--- src/rtl/clk_rst_ctrl.sv ---
// Clock/reset controller for the Starfish MCU core: reset stretcher,
// RUN/HALT/STEP enable FSM, clock-enable dividers and a saturating cycle counter.
module clk_rst_ctrl #(
  parameter int NUM_CH      = 2,
  parameter int DIV_W       = 8,
  parameter int RST_STRETCH = 16,
  parameter int CYC_W       = 32
) (
  input  logic                    clk,
  input  logic                    rst,
  input  logic [NUM_CH*DIV_W-1:0] div,
  input  logic                    run,
  input  logic                    halt_req,
  input  logic                    step,
  output logic                    core_rst,
  output logic                    core_en,
  output logic [NUM_CH-1:0]       ch_en,
  output logic [CYC_W-1:0]        cycle_count,
  output logic [1:0]              state
);

  localparam int SW = (RST_STRETCH > 1) ? $clog2(RST_STRETCH) : 1;
  localparam logic [SW-1:0] STR_LAST = SW'(RST_STRETCH - 1);

  typedef enum logic [1:0] {
    S_RESET = 2'd0,
    S_HALT  = 2'd1,
    S_RUN   = 2'd2,
    S_STEP  = 2'd3
  } state_t;

  state_t        cur;
  state_t        nxt;
  logic [SW-1:0] stretch;
  logic          step_q;
  logic          step_rise;

  assign step_rise = step & ~step_q;
  assign state     = cur;

  always_ff @(posedge clk or posedge rst) begin
    if (rst) begin
      cur <= S_RESET;
    end else begin
      cur <= nxt;
    end
  end

  always_comb begin
    nxt = cur;
    unique case (cur)
      S_RESET: begin
        if (stretch == STR_LAST) begin
          nxt = run ? S_RUN : S_HALT;
        end
      end
      S_HALT: begin
        // a step request wins over a pending run request
        if (step_rise) begin
          nxt = S_STEP;
        end else if (run && !halt_req) begin
          nxt = S_RUN;
        end
      end
      S_RUN: begin
        if (halt_req || !run) begin
          nxt = S_HALT;
        end
      end
      S_STEP: begin
        nxt = S_HALT;
      end
      default: nxt = S_RESET;
    endcase
  end

  always_comb begin
    core_rst = (cur == S_RESET);
    core_en  = (cur == S_RUN) || (cur == S_STEP);
  end

  always_ff @(posedge clk or posedge rst) begin
    if (rst) begin
      stretch <= '0;
    end else if (cur == S_RESET) begin
      stretch <= stretch + SW'(1);
    end
  end

  always_ff @(posedge clk or posedge rst) begin
    if (rst) begin
      step_q <= 1'b0;
    end else begin
      step_q <= step;
    end
  end

  for (genvar i = 0; i < NUM_CH; i++) begin : g_ch
    logic [DIV_W-1:0] cnt;
    logic [DIV_W-1:0] dv;
    logic             hit;

    assign dv       = div[i*DIV_W +: DIV_W];
    // >= rather than == so a divide value lowered below cnt still wraps
    assign hit      = (cnt >= dv);
    assign ch_en[i] = core_en && hit;

    always_ff @(posedge clk or posedge rst) begin
      if (rst) begin
        cnt <= '0;
      end else if (core_en) begin
        cnt <= hit ? '0 : cnt + DIV_W'(1);
      end
    end
  end

  always_ff @(posedge clk or posedge rst) begin
    if (rst) begin
      cycle_count <= '0;
    end else if (core_en && (cycle_count != '1)) begin
      cycle_count <= cycle_count + CYC_W'(1);
    end
  end

endmodule
--- config.mk ---
export PLATFORM = sky130hd
export DESIGN_NAME = clk_rst_ctrl
export DESIGN_NICKNAME = d
export VERILOG_FILES = /design/src/rtl/clk_rst_ctrl.sv
export SDC_FILE = /design/constraint.sdc
export NUM_CORES = 1
export LEC_CHECK = 0
export ABC_CLOCK_PERIOD_IN_PS = 2029
export BUFFER_PORTS_ARGS = -buffer_cell sky130_fd_sc_hd__buf_2
export CORE_MARGIN = 2
export CORE_UTILIZATION = 50
export DETAILED_ROUTE_END_ITERATION = 8
export PLACE_DENSITY = 0.77
export SLEW_MARGIN = 30
export SYNTH_ARGS = -nofsm -noshare
export SYNTH_HDL_FRONTEND = slang
export SYNTH_SLANG_ARGS = --single-unit
--- constraint.sdc ---
create_clock -name clk -period 2.03 [get_ports clk]
set_clock_uncertainty 0.15 [all_clocks]
set_input_delay 0.203 -clock clk [delete_from_list [all_inputs] [get_ports clk]]
set_output_delay 0.203 -clock clk [all_outputs]
set_load 0.05 [all_outputs]
Word level (Yosys, flattened, before mapping)

Cells that the tools add are included.

Memories: 0
Logic and storage cells: 40
Output and inout port bits: 38
Register bits after elaboration: 55
Bits in writable memories: 0
Bits of input ports: 21
ROM bits: 0
Bits in latches: 0

Multiplexer cells: 8
Shift operators: 0
$add $sub $neg: 4
Multiply operators: 0
Magnitude comparators: 2
Reduce and logical (&&, ||, !) cells: 10
Divide/modulo/power cells: 0
Equality and inequality tests: 8
Bitwise operators: 2

Operators by type and width:

| cell                                                                    | number |
|---|---|
| 32-bit by 1-bit adder with 32-bit output, second input constant         | 1 |
| 32-bit inequality test, second input constant                           | 1 |
| 8-bit by 1-bit adder with 8-bit output, second input constant           | 2 |
| 8-bit greater-or-equal comparator                                       | 2 |
| 8-bit 2-to-1 mux                                                        | 2 |
| 2-bit 2-to-1 mux                                                        | 5 |
| 2-bit one-hot mux with 4 select lines                                   | 1 |
| 4-bit by 1-bit adder with 4-bit output, second input constant           | 1 |
| 2-bit == test, second input constant                                    | 2 |
| 4-bit == test, second input constant                                    | 1 |
| 1-bit logical AND                                                       | 4 |
| 3-bit inequality test, second input constant                            | 1 |
| 3-bit AND reduction                                                     | 1 |
| 2-bit by 1-bit == test with 1-bit output, second input constant         | 1 |
| 1-bit logical NOT                                                       | 2 |
| 2-bit logical NOT                                                       | 1 |
| 1-bit logical OR                                                        | 2 |
| 2-bit by 1-bit inequality test with 1-bit output, second input constant | 1 |
| 2-bit inequality test, second input constant                            | 1 |
| 1-bit AND                                                               | 1 |
| 1-bit inverter                                                          | 1 |

Logic depth before layout (Yosys ltp)

Gate-level depths: netlist of the first run.

Depth in word-level cells: 5
Mapped depth: 8

Least setup slack after synthesis of the first run

No wires, ideal clock.

Path kind: register -> register
Start: register g_ch[0].cnt[0]
End: register g_ch[0].cnt[5]
Required time: 1.708 ns
Period minus slack after synthesis: 2.601 ns
Path buffers: 1
Setup slack: -0.571 ns
Stages on the path, launching flop included: 9
Data arrival time: 2.279 ns
Setup time: 0.172 ns
Cell sequence: dfrtp_1 -> inv_1 -> ha_1 -> nand2b_1 -> a2111oi_0 -> or3_1 -> clkbuf_1 -> a31oi_1 -> nor2_1

Longest elaborated chain between the ends: 2
Elaborated cells between the ends (all ways): 3

RTL lines:

| item                                                                                        | line     | RTL |
|---|---|---|
| from (decl)                                                                                 | 99       | `logic [DIV_W-1:0] cnt;` |
| from (signal assigned)                                                                      | 112      | `cnt <= hit ? '0 : cnt + DIV_W'(1);` |
| 8-bit by 1-bit adder with 8-bit output or 8-bit greater-or-equal comparator (tied branches) | 112, 105 |  |
| 8-bit 2-to-1 mux *                                                                          | 112      |  |

Mark *: on every way between the ends. The rest lies on a longest branch, timed or not.
A chain may end at the register's enable or synchronous reset.

Worst setup path in the final report of the first run

Start: register g_ch[1].cnt[0]
End: output port ch_en[1]

Longest elaborated chain between the ends: 2

RTL lines:

| item                              | line | RTL |
|---|---|---|
| from (decl)                       | 99   |  |
| from (signal assigned)            | 112  |  |
| 8-bit greater-or-equal comparator | 105  | `assign hit = (cnt >= dv);` |
| 1-bit logical AND                 | 106  | `assign ch_en[i] = core_en && hit;` |
| to (decl)                         | 17   | `output logic [NUM_CH-1:0] ch_en,` |

No other way between the ends.

==> Implementation_results.wiki, run 1 <==
{| class="wikitable"
! Metric !! Value
|-
| Status || complete, but fails checks
|-
| Violations in the final reports || negative setup slack
|-
| Total routed wirelength || 7.66 mm
|-
| Top-area cell type share of the netlist area || 0.444
|-
| Clock latency on the worst-skew pair || 300 ps
|-
| Number of rows created at floorplan || 28
|-
| Headroom to the max-slew limit || 0.703
|-
| Part of the power in the clock network || 0.130
|-
| Post-route worst setup slack || -341 ps
|-
| Max Cap Violations || 0
|-
| Synth cell count leaders || sky130_fd_sc_hd__dfrtp_1 (55), sky130_fd_sc_hd__inv_1 (29), sky130_fd_sc_hd__xor2_1 (27)
|-
| Antenna diodes || 0
|-
| Cells along the critical path || inv_2 -> ha_4 -> nand2b_4 -> a2111oi_4 -> or3_4 -> nand3b_1 -> and2_4 -> buf_8
|-
| Yosys warning count || 0
|-
| Top fanout value on the critical path || 2
|-
| Sequential Power Share || 0.340
|-
| Gate power share || 0.530
|-
| Cell-internal power || 2.68 mW
|-
| Pleak || 2.15 nW
|-
| Clock tree from TritonCTS || done
|-
| Initial antenna violation count || 0
|-
| Main flop type after synthesis || sky130_fd_sc_hd__dfrtp_1
|-
| Critical path class || reg -> out
|-
| Number of routed nets with antenna violations || 0
|-
| Max Root-Sink Buffers || 2
|-
| Switching power share of the total || 0.414
|-
| Fin crit period || 2370 ps
|-
| Number of I/O pins || 59
|-
| Leading cell type by number of instances after synthesis || sky130_fd_sc_hd__dfrtp_1
|-
| Number of filler instances in the final layout || 426
|-
| Final number of hold-violating endpoints || 0
|-
| Total count of max-transition violations in the final report || 0
|-
| Post-route DRC || 0
|-
| Data required time of the critical path || 1680 ps
|-
| Cell type contributing the most total cell area after synthesis || sky130_fd_sc_hd__dfrtp_1
|-
| Chip Width || 82.7 um
|-
| Async SR Flop Fraction || 1.00
|-
| Buffers added on ports || 58
|-
| Core Footprint || 5960 um2
|-
| Clock-pin slew reported for the worst setup and hold paths after clock tree synthesis || 100 ps
|-
| Peak clock frequency supported by timing || 422 MHz
|-
| Power spent charging and discharging nets || 1.90 mW
|-
| Net count reported at finish || 480
|-
| DRC violation total after the first TritonRoute iteration || 151
|-
| RePlAce Congestion || 0.871
|-
| Launching point of the worst reg2reg path || g_ch[0].cnt[0]$_DFFE_PP0P_
|-
| CTS sink count || 55
|-
| Pin count of the biggest net entering global routing || 39
|-
| Remaining global-route overflow || 0
|-
| Critical path launch point || g_ch[1].cnt[0]$_DFFE_PP0P_
|-
| Slew at the pin closest to its max-slew limit || 444 ps
|-
| Number of iterations in the first detailed-routing pass || 6
|-
| Hold_ws || 47.0 ps
|-
| Endpoint class of the critical path || output pin
|-
| Final setup violation count || 3
|-
| HPWL after DPL || 5.10 mm
|-
| Mean post-synth cell area || 9.62 um2
|-
| Via count || 2,802
|-
| Worst Setup Start Kind || flip-flop
|-
| Synthesized netlist cell count || 322
|-
| Share of final-layout standard cells stronger than drive strength 1 || 0.482
|-
| Die area || 6840 um2
|-
| Number of storage elements in the synthesis netlist || 55
|-
| Post-synth EDFFs || 0
|-
| H-tree levels || 2
|-
| Cell area after synthesis || 3100 um2
|-
| Worst vdd rail ir drop || 898 uV
|-
| Synth cell types || 47
|-
| Layout-stage area growth over the synthesis result || 42.2%
|-
| Delay contributed by the slowest stage of the critical path || 400 ps
|-
| Seq/Total Area, Yosys || 0.444
|-
| Root buffer selected by CTS || sky130_fd_sc_hd__clkbuf_8
|-
| Post-synth net total || 363
|-
| Initial Utilization || 0.520
|-
| Standard cell with the maximum stage delay on the critical path || sky130_fd_sc_hd__dfrtp_1
|-
| Dominant cells by area after synthesis || sky130_fd_sc_hd__dfrtp_1 (44%), sky130_fd_sc_hd__ha_1 (8.1%), sky130_fd_sc_hd__xor2_1 (7.6%), sky130_fd_sc_hd__nand4_1 (3.6%), sky130_fd_sc_hd__inv_1 (3.5%)
|-
| All-layer global routing usage || 0.223
|-
| Overall power of the completed layout || 4.58 mW
|-
| Final period utilization || 1.17
|-
| WL/cell || 14.9 um
|-
| Unrepaired setup endpoints after global routing || yes
|-
| Via count of the first global-routing pass || 2,644
|-
| Combined buffer and inverter count along the critical path || 2
|-
| Die H || 82.7 um
|-
| Post-detailed-route via-to-cell ratio || 5.44
|-
| Inserted Clock Buffers || 5
|-
| Global-route wire length before repair || 12.0 mm
|-
| CP delay by family, top || simple AND/OR/NAND/NOR gates
|-
| Arrival time worst endpoint || 2020 ps
|-
| Hold/Removal Path Class || in -> reg
|-
| Total power density per cell area || 1040 nW/um2
|-
| Hold Crit Start || run
|}
## metal layers
layer	share of wire	up-vias	global-route usage
met2	0.52	54	0.395
met5	0	-	0
met4	0.018	0	0.0443
met1	0.43	1359	0.287
li1	-	1376	-
met3	0.035	13	0.0370
## cell families after synthesis
logic type	after synthesis	synth area share
adder cells (fa/ha/maj)	20	0.0807
XOR/XNOR	35	0.0989
AND/OR/NAND/NOR	132	0.229
flip-flops	55	0.444
AO/OA/AOI/OAI	39	0.0876
buffers and inverters	38	0.0492
multiplexers	3	0.0105
## path summary, 6_finish.rpt
check                                              to  slack [ps]  depth (start not counted)
setup / recovery                             ch_en[1]        -340                          8
hold / removal                   state[0]$_DFFE_PP0P_          50                          3
setup reg to reg           g_ch[0].cnt[7]$_DFFE_PP0P_           0                          9
hold reg to reg                stretch[3]$_DFFE_PP0P_         330                          1
max in group asynchronous  cycle_count[0]$_DFFE_PP0P_         860                          4
min in group asynchronous  g_ch[0].cnt[5]$_DFFE_PP0P_         300                          3
## through the flow
step                std cells  worst slack [ps]   util  setup TNS, ps  area (um2)
floorplan                 322              -226      -          -2870        3300
global placement          486              -159  0.661           -445        3940
detailed placement        486              -141  0.661           -604        3940
CTS                       503              -369  0.705           -622        4200
global route              515              -418  0.740          -2000        4410
finish                    515              -341  0.740           -651        4410
## area by class of cell
type | instances | area (um2) | share of cell area
Clock buffer | 6 | 72.6 | 0.0165
Clock inverter | 2 | 12.5 | 0.00284
Inverter | 30 | 113 | 0.0256
Multi-Input combinational cell | 229 | 1900 | 0.431
Sequential cell | 55 | 1420 | 0.322
Tap cell | 75 | 93.8 | 0.0213
Timing Repair Buffer | 118 | 798 | 0.181
## repair_timing
action,4_1_cts,5_1_grt
resized for setup,19,19
endpoints found under the hold margin,18,0
pin swaps,10,12
buffers inserted,7,13
endpoints found under the setup margin,12,34
hold buffers,2,0
## sequential cells by signal, indices dropped and copies added, names as in the netlist
register	count
stretch	4
state	2
g_ch.cnt	16
cycle_count	32
step_q	1
## tightest hold or removal path, cell delays in order
cell                     delay, ps
sky130_fd_sc_hd__buf_2         110
sky130_fd_sc_hd__inv_1          50
sky130_fd_sc_hd__o32a_1        110
## power groups by stage
stage	combinational (mW)	clock [mW]	sequential [mW]
6_report	2.43	0.597	1.56
5_1_grt	2.65	0.664	1.59
4_1_cts	2.15	0.607	1.55
3_5_place_dp	1.92	0	1.57
3_3_place_gp	1.86	0	1.56
2_1_floorplan	1.03	0	1.76
## layout by cell type, fill, tap and decap left out, drive strengths merged, types with 6 or more instances in the layout
master  instances
xnor2           8
buf           116
clkbuf          6
xor2           27
nand3          21
ha             20
inv            30
a21oi          13
nor3           19
dfrtp          55
nand2          23
nand4          19
nor2           20
(Power assumes the default switching activity.)
==> run 2, diff against run 1 <==
Settings changed: ABC_AREA from default to 1, CORE_UTILIZATION 50 to 52, PLACE_DENSITY 0.77 to 0.78.
==> run 2 against run 1 <==
Compared with the run above:
- the flow still finishes with violations (negative setup slack)
- core utilization down 7.0 points
- sequential share of layout area down 1.9 points
- first-iteration DRC count up 26%
- worst setup slack better by 310 ps
- highest routed layer unchanged
==> Implementation_results.wiki, run 2 <==
{| class="wikitable"
! Metric !! Value
|-
| Number of rows created at floorplan || 30
|-
| Post-synth net total || 588
|-
| Unrepaired setup endpoints after global routing || yes
|-
| Total routed wirelength || 8.96 mm
|-
| Die area || 7740 um2
|-
| Commonest non-fill, non-tap cell in the layout || sky130_fd_sc_hd__nand2_1
|-
| CTS sink count || 55
|-
| WL/cell || 12.2 um
|-
| Max Cap Violations || 0
|-
| Total power density per cell area || 988 nW/um2
|-
| Worst Setup Start Kind || flip-flop
|-
| Top fanout value on the critical path || 2
|-
| Clock tree from TritonCTS || done
|-
| Remaining global-route overflow || 0
|-
| Root buffer selected by CTS || sky130_fd_sc_hd__clkbuf_8
|-
| DRC violation total after the first TritonRoute iteration || 191
|-
| Global-route wire length before repair || 14.7 mm
|-
| Seq/Total Area, Yosys || 0.375
|-
| Via count || 3,625
|-
| Die H || 88.0 um
|-
| Cell area after synthesis || 3670 um2
|-
| Final number of hold-violating endpoints || 0
|-
| Peak clock frequency supported by timing || 485 MHz
|-
| Most flop-heavy register || cycle_count
|-
| Fin crit period || 2060 ps
|-
| Post-route DRC || 0
|-
| Final period utilization || 1.02
|-
| Data required time of the critical path || 1680 ps
|-
| Post-Place Cell Area || 4140 um2
|-
| Clock latency on the worst-skew pair || 310 ps
|-
| Number of iterations in the first detailed-routing pass || 4
|-
| Arrival time worst endpoint || 1710 ps
|-
| Max Root-Sink Buffers || 2
|-
| Clock-pin slew reported for the worst setup and hold paths after clock tree synthesis || 100 ps
|-
| H-tree levels || 2
|-
| Worst slack after detailed placement || 153 ps
|-
| Post-synth EDFFs || 0
|-
| Slew at the pin closest to its max-slew limit || 463 ps
|-
| Post-detailed-route via-to-cell ratio || 4.92
|-
| Headroom to the max-slew limit || 0.692
|-
| Mean post-synth cell area || 6.71 um2
|-
| Initial antenna violation count || 0
|-
| Worst vdd rail ir drop || 633 uV
|-
| Main flop type after synthesis || sky130_fd_sc_hd__dfrtp_1
|-
| Status || complete, but fails checks
|-
| Number of storage elements in the synthesis netlist || 55
|-
| All-layer global routing usage || 0.236
|-
| Placed cell count || 703
|-
| HPWL after DPL || 6.38 mm
|-
| Commonest non-fill, non-tap cells in the layout || sky130_fd_sc_hd__nand2_1 (233), sky130_fd_sc_hd__nor2_1 (75), sky130_fd_sc_hd__inv_1 (60)
|-
| Async SR Flop Fraction || 1.00
|-
| Number of routed nets with antenna violations || 0
|-
| Summed area of non-filler cells in the final layout || 4550 um2
|-
| Final setup violation count || 2
|-
| Synth cell count leaders || sky130_fd_sc_hd__nand2_1 (237), sky130_fd_sc_hd__nor2_1 (76), sky130_fd_sc_hd__inv_1 (63)
|-
| Leading cell type by number of instances after synthesis || sky130_fd_sc_hd__nand2_1
|-
| Registers with the highest flip-flop counts || cycle_count x32, g_ch.cnt x16, stretch x4
|-
| Total count of max-transition violations in the final report || 0
|-
| Dominant cells by area after synthesis || sky130_fd_sc_hd__dfrtp_1 (38%), sky130_fd_sc_hd__nand2_1 (24%), sky130_fd_sc_hd__nor2_1 (7.8%), sky130_fd_sc_hd__ha_1 (6.8%), sky130_fd_sc_hd__inv_1 (6.4%)
|-
| Endpoint class of the critical path || output pin
|-
| Cell type contributing the most total cell area after synthesis || sky130_fd_sc_hd__dfrtp_1
|-
| RePlAce Congestion || 0.964
|-
| Buffers added on ports || 58
|-
| Hold/Removal Path Class || in -> reg
|-
| Core Footprint || 6790 um2
|-
| Violations in the final reports || negative setup slack
|-
| Post-route worst setup slack || -32.5 ps
|-
| Chip Width || 88.0 um
|-
| Number of I/O pins || 59
|-
| Number of flip-flops under the largest register name || 32
|-
| Synthesized netlist cell count || 547
|-
| Pin count of the biggest net entering global routing || 56
|-
| Yosys warning count || 0
|-
| Initial Utilization || 0.540
|-
| Top-area cell type share of the netlist area || 0.375
|-
| Antenna diodes || 0
|-
| Non-filler instance count after layout || 737
|-
| Inserted Clock Buffers || 5
|-
| Layout-stage area growth over the synthesis result || 24.0%
|-
| Net count reported at finish || 681
|-
| Pleak || 2.40 nW
|-
| Critical path class || reg -> out
|-
| Share of final-layout standard cells stronger than drive strength 1 || 0.203
|-
| Via count of the first global-routing pass || 3,441
|-
| Synth cell types || 24
|}
## run 2: cell types whose count changed in the layout (fill, tap and decap cells not counted), sizes merged, moves of 5 or more
cell    before  now
inv         30   65
nand3       21   26
buf        116   92
o21ai        4   10
nor2        20   79
nor4         5    0
nand2b       5    0
nor3        19    0
and3         5    0
nand2       23  241
xor2        27   19
nand4       19    8
a21oi       13    6
## run 2: critical path, stage by stage, from the launching register on
cell and delay [ps]:
sky130_fd_sc_hd__dfrtp_1 390, sky130_fd_sc_hd__inv_2 50, sky130_fd_sc_hd__ha_1 260, sky130_fd_sc_hd__nand2_1 70
sky130_fd_sc_hd__nand3_1 90, sky130_fd_sc_hd__nand2_1 60, sky130_fd_sc_hd__nand2_1 70, sky130_fd_sc_hd__nand2_2 70
sky130_fd_sc_hd__a21oi_4 150, sky130_fd_sc_hd__buf_6 180
## run 2: path summary, 6_finish.rpt
| path | startpoint | to | slack [ps] | depth (start not counted) |
|---|---|---|---|---|
| max | g_ch[0].cnt[0]$_DFFE_PP0P_ | ch_en[0] | -30 | 9 |
| min | halt_req | state[0]$_DFFE_PP0P_ | 10 | 3 |
| max reg2reg | cycle_count[0]$_DFFE_PP0P_ | cycle_count[2]$_DFFE_PP0P_ | 160 | 10 |
| min reg2reg | stretch[3]$_DFFE_PP0P_ | stretch[3]$_DFFE_PP0P_ | 330 | 1 |
| max in group asynchronous | rst | cycle_count[0]$_DFFE_PP0P_ | 1090 | 4 |
| min in group asynchronous | rst | g_ch[1].cnt[1]$_DFFE_PP0P_ | 390 | 4 |
## run 2: cell type report
type                    instances  area, um2
flip-flops and latches         55       1380
multi-input cells             418       2090
well taps                      96        120
repair buffers                 94        594
inverters                      66        251
clock inverters                 3       43.8
clock buffers                   5       68.8
fillers                       609       2240
## run 2: stage by stage
stage / util / hold WS [ps] / setup TNS (ps) / total power [mW]
floorplan: - / 84.4 / 0 / 2.96
global placement: 0.609 / 127 / 0 / 3.26
detailed placement: 0.609 / 136 / 0 / 3.34
CTS: 0.650 / 2.60 / 0 / 4.31
global route: 0.670 / 42.5 / -230 / 4.82
finish: 0.670 / 13.0 / -48.6 / 4.50
## run 2: kinds of logic after synthesis
logic type / Yosys count / share of synthesized area
AO/OA/AOI/OAI: 19 / 0.0276
XOR/XNOR: 25 / 0.0597
adder cells (fa/ha/maj): 20 / 0.0682
buffers and inverters: 74 / 0.0842
flip-flops: 55 / 0.375
AND/OR/NAND/NOR: 354 / 0.385
## run 2: what timing repair did
action,4_1_cts,5_1_grt
hold endpoints to repair,56,0
endpoints found under the setup margin,2,11
resized for setup,9,12
cloned,0,0
pin swaps,3,8
setup buffers,15,9
hold buffers,2,0
## run 2: per-layer routing
metal,track usage,routed length (um),share of wire
met1,0.310,4030,0.45
met2,0.404,4330,0.48
met3,0.0415,431,0.048
met5,0,0,0
met4,0.0601,158,0.018
## run 2: where the power goes
group | leakage [nW] | switching [mW] | internal (mW)
sequential | 0.735 | 0.278 | 1.34
combinational | 1.61 | 1.28 | 0.849
clock | 0.0581 | 0.384 | 0.368
total | 2.40 | 1.94 | 2.56
